--- src/rtl/universal_shift_pkg.sv ---
// Shared types for the universal shift register: operation codes and FSM states.
package universal_shift_pkg;

    typedef enum logic [2:0] {
        OP_HOLD = 3'd0,
        OP_LOAD = 3'd1,
        OP_SHL  = 3'd2,
        OP_SHR  = 3'd3,
        OP_ROL  = 3'd4,
        OP_ROR  = 3'd5,
        OP_ASR  = 3'd6,
        OP_RSVD = 3'd7
    } op_e;

    typedef enum logic {
        ST_IDLE = 1'b0,
        ST_RUN  = 1'b1
    } state_e;

endpackage

--- src/rtl/shift_step_unit.sv ---
// Single-step next-value function for the shift/rotate operations; non-shift codes pass q through.
module shift_step_unit
    import universal_shift_pkg::*;
#(
    parameter int WIDTH = 8
) (
    input  op_e              op,
    input  logic [WIDTH-1:0] q,
    input  logic             serial_in_lsb,
    input  logic             serial_in_msb,
    output logic [WIDTH-1:0] next_q
);

    always_comb begin
        next_q = q;
        case (op)
            OP_SHL:  next_q = {q[WIDTH-2:0], serial_in_lsb};
            OP_SHR:  next_q = {serial_in_msb, q[WIDTH-1:1]};
            OP_ROL:  next_q = {q[WIDTH-2:0], q[WIDTH-1]};
            OP_ROR:  next_q = {q[0], q[WIDTH-1:1]};
            OP_ASR:  next_q = {q[WIDTH-1], q[WIDTH-1:1]};
            default: next_q = q;
        endcase
    end

endmodule

--- src/rtl/universal_shift_register.sv ---
// Universal shift register: single-cycle load/hold plus multi-step shifts and rotates
// sequenced by an IDLE/RUN FSM with a busy/done handshake.
module universal_shift_register
    import universal_shift_pkg::*;
#(
    parameter int WIDTH = 8,
    localparam int CNT_W = $clog2(WIDTH + 1)
) (
    input  logic             clk,
    input  logic             reset_n,
    input  logic             op_valid,
    input  logic [2:0]       op,
    input  logic [CNT_W-1:0] count,
    input  logic [WIDTH-1:0] parallel_in,
    input  logic             serial_in_lsb,
    input  logic             serial_in_msb,
    output logic [WIDTH-1:0] parallel_out,
    output logic             serial_out_msb,
    output logic             serial_out_lsb,
    output logic             busy,
    output logic             done
);

    // Handshake: a command is taken when op_valid=1 at a rising edge while busy=0;
    // done pulses for one cycle per accepted command and never overlaps busy.

    state_e           state, state_n;
    op_e              op_q, op_n;
    logic [CNT_W-1:0] cnt, cnt_n;
    logic [WIDTH-1:0] q, q_n;
    logic             done_q, done_n;
    logic [WIDTH-1:0] step_q;
    logic [CNT_W-1:0] count_sat;

    shift_step_unit #(.WIDTH(WIDTH)) u_step (
        .op            (op_q),
        .q             (q),
        .serial_in_lsb (serial_in_lsb),
        .serial_in_msb (serial_in_msb),
        .next_q        (step_q)
    );

    assign count_sat = (count > CNT_W'(WIDTH)) ? CNT_W'(WIDTH) : count;

    always_comb begin
        state_n = state;
        op_n    = op_q;
        cnt_n   = cnt;
        q_n     = q;
        done_n  = 1'b0;
        case (state)
            ST_IDLE: begin
                if (op_valid) begin
                    case (op_e'(op))
                        OP_LOAD: begin
                            q_n    = parallel_in;
                            done_n = 1'b1;
                        end
                        OP_SHL, OP_SHR, OP_ROL, OP_ROR, OP_ASR: begin
                            if (count == '0) begin
                                done_n = 1'b1;
                            end else begin
                                op_n    = op_e'(op);
                                cnt_n   = count_sat;
                                state_n = ST_RUN;
                            end
                        end
                        default: done_n = 1'b1;
                    endcase
                end
            end
            ST_RUN: begin
                q_n   = step_q;
                cnt_n = cnt - CNT_W'(1);
                // Last step: hand back to IDLE with done in the same edge busy drops.
                if (cnt == CNT_W'(1)) begin
                    state_n = ST_IDLE;
                    done_n  = 1'b1;
                end
            end
            default: state_n = ST_IDLE;
        endcase
    end

    always_ff @(posedge clk or negedge reset_n) begin
        if (!reset_n) begin
            state  <= ST_IDLE;
            op_q   <= OP_HOLD;
            cnt    <= '0;
            q      <= '0;
            done_q <= 1'b0;
        end else begin
            state  <= state_n;
            op_q   <= op_n;
            cnt    <= cnt_n;
            q      <= q_n;
            done_q <= done_n;
        end
    end

    assign parallel_out   = q;
    assign serial_out_msb = q[WIDTH-1];
    assign serial_out_lsb = q[0];
    assign busy           = (state == ST_RUN);
    assign done           = done_q;

endmodule

--- config.mk ---
export PLATFORM = sky130hd
export DESIGN_NAME = universal_shift_register
export DESIGN_NICKNAME = d
export VERILOG_FILES = /design/src/rtl/universal_shift_pkg.sv /design/src/rtl/shift_step_unit.sv /design/src/rtl/universal_shift_register.sv
export SDC_FILE = /design/constraint.sdc
export NUM_CORES = 1
export LEC_CHECK = 0
export CORE_MARGIN = 2
export CORE_UTILIZATION = 47
export DETAILED_ROUTE_END_ITERATION = 16
export HOLD_SLACK_MARGIN = 0.08
export PLACE_DENSITY = 0.87
export SYNTH_ARGS = -nofsm -noshare
export SYNTH_HDL_FRONTEND = slang
export SYNTH_SLANG_ARGS = --single-unit
--- constraint.sdc ---
create_clock -name clk -period 1.8 [get_ports clk]
set_input_delay 0.54 -clock clk [delete_from_list [all_inputs] [get_ports clk]]
set_output_delay 0.54 -clock clk [all_outputs]
set_load 0.005 [all_outputs]
==> impl_metrics.json <==
{
  "grt_pass1_wl_um": 5110,
  "grt_pass1_vias": 1191,
  "report.final.setup_viol": 0,
  "fin_crit_ns": 1.77,
  "cp.depth": 4,
  "layout.nets": 194,
  "cts_inserted_buffers": 3,
  "vias": 1150,
  "post_drt_wl_per_cell_um": 16.1,
  "syn_area_per_cell_um2": 9.59,
  "fin_skew_ns": 0.00288,
  "dieArea_um2": 2900,
  "synth_cell_types": 43,
  "fillCellCount": 198,
  "tns_ns": 0,
  "leakagePower_nw": 0.773,
  "crit_type": "input port to flip-flop",
  "synth_edf_count": 0,
  "final-hold-violation-count": 0,
  "outcome": "complete, no violations",
  "cts-root-buf": "clkbuf_4",
  "max_cap_viol_count": 0,
  "post_dp_cell_area_um2": 1560,
  "die_w_um": 53.9,
  "max-clock-path-buffers": 2,
  "n_antenna_cell": 0,
  "slew_headroom_pct": 61.3,
  "io_pins": 32,
  "synth_cells": 122,
  "drive_above_1_share_pct": 22.8,
  "cp-startpoint": "op_valid",
  "ys_top_cells_by_area": "dfrtp_1, mux2i_1, nand2_1, a22oi_1, o2bb2ai_1",
  "rows": 18,
  "totalWireLength_um": 3230,
  "tritoncts": "yes",
  "io_buffer_count": 31,
  "tightest_slew_ns": 0.581,
  "cp-start-kind": "input port",
  "grt_usage_pct": 24.6,
  "synth_warnings": 0,
  "slew_violations": 0,
  "syn2layout_area_growth_pct": 42.8,
  "ys.flop_type": "dfrtp_1",
  "antenna_found_initial": 0,
  "drc": 0,
  "arrival_ns": 1.96,
  "slowest_stage": "clkdlybuf4s50_1",
  "peakVddDrop_uv": 936,
  "yosys.area.top_type": "dfrtp_1",
  "grt_max_degree": 18,
  "grt_setup_unrepaired": "false",
  "die_height_um": 53.9,
  "synthesis.nets": 144,
  "max_stage_delay_ns": 0.52,
  "reg2reg_setup_slack_ns": 0.17,
  "netlist.area_leader.share_pct": 36.4,
  "syn_area_um2": 1170,
  "firstDrtPassIters": 4,
  "yosysSeqAreaShare_pct": 36.4,
  "stdcell_area_um2": 1670,
  "cts_hold_buf": 0,
  "r2r-end": "op_q[1]",
  "fmax_mhz": 566,
  "cp-end-kind": "flip-flop",
  "gp_congestion": 0.754,
  "core_um2": 2410,
  "ys_ff_latch": 17,
  "path_clk_slew_ns": 0.10,
  "routed_via_density": 5.72,
  "post-route-period-util_pct": 98.2,
  "ant_nets": 0,
  "r2r_cells": 4,
  "powerDensity_nw_per_um2": 1560,
  "cp_max_fo": 8,
  "synthTopCellsByCount": "nand2_1, dfrtp_1, mux2i_1",
  "hpwl_um": 2300,
  "yosysMostFrequentCell": "nand2_1",
  "cp_cell_sequence": "clkdlybuf4s50_1 -> nand2b_1 -> nor4_4 -> mux2_2",
  "critPathTopFamily": "buffers and inverters",
  "drt-initial-drc-count": 34,
  "start_util_pct": 48.5,
  "htreeDepth": 1,
  "cts.sinks": 17,
  "crit_end": "op_q[1]",
  "crit_buf_inv": 1,
  "synthArstFlopShare_pct": 100,
  "clkLatencyLatePin_ns": 0.30,
  "min_path_type": "flip-flop to flip-flop",
  "crit_required_ns": 2.00,
  "timing.rr.start": "busy",
  "grt_overflow": 0
}
[cells in the final DEF (no fill, tap or decap), types with 4 or more instances in the layout]
master,n
o2bb2ai_1,6
mux2i_1,10
o21ai_0,4
nand2_1,19
clkdlybuf4s50_1,23
buf_4,23
a22oi_1,7
dfrtp_1,14
inv_1,8
dlygate4sd2_1,7
[cells by family after synthesis]
group / share of synthesized area, %
buffers and inverters: 7.06
xor gates and xnor gates: 2.25
adders and majority gates: 2.14
muxes: 10.5
AOI/OAI and AO/OA: 22.2
and+or+nand+nor: 19.5
DFF: 36.4
[how the worst min path moves through the flow]
stage / endpoint / start / cells after the start
after CTS: cnt[2] / cnt[2] / 1
after global placement: cnt[2] / cnt[2] / 1
after global routing: done / reset_n / 2
final: cnt[2] / cnt[2] / 1
after floorplan: busy / reset_n / 0
after detailed placement: cnt[2] / cnt[2] / 1
[sequential cells by signal, summed over array words and instances, names as in the netlist]
| register | cells |
|---|---|
| op_q | 3 |
| parallel_out | 8 |
| done | 1 |
| busy | 1 |
| cnt | 4 |
[what timing repair did]
item	4_1_cts	5_1_grt
gates resized for setup	11	1
setup buffers	9	2
setup endpoints to repair	21	2
[metrics by stage]
stage	setup WS [ns]	total power, mW	hold slack [ns]	std cells	util [%]
after floorplan	0.114	1.70	0.244	122	-
after global placement	-0.392	2.16	0.518	186	64.5
after detailed placement	-0.447	2.23	0.536	186	64.5
after CTS	0.00602	2.59	0.549	199	68.6
after global routing	0.000452	2.80	0.569	201	69.3
final	0.0321	2.61	0.551	201	69.3
[report_power, final]
part | internal [mW] | leakage [nW] | total (mW) | switching (mW)
Sequential | 0.566 | 0.205 | 0.809 | 0.243
Clock | 0.0865 | 0.0150 | 0.217 | 0.131
Combinational | 0.867 | 0.553 | 1.58 | 0.717
[final cells by class]
cell class | count | area (µm²) | share of cell area, %
multi-input cells | 88 | 671 | 40.1
repair buffers | 54 | 477 | 28.5
flip-flops and latches | 17 | 429 | 25.7
well taps | 30 | 37.5 | 2.25
inverters | 8 | 30.0 | 1.80
clock buffers | 4 | 26.3 | 1.57
[layer usage]
metal / track usage, % / part of all wire [%]
met5: 0 / 0
met4: 8.97 / 1.7
met3: 2.78 / 5.0
met2: 45.3 / 53
met1: 28.9 / 40
No activity file was read; power rests on OpenSTA's default activity.
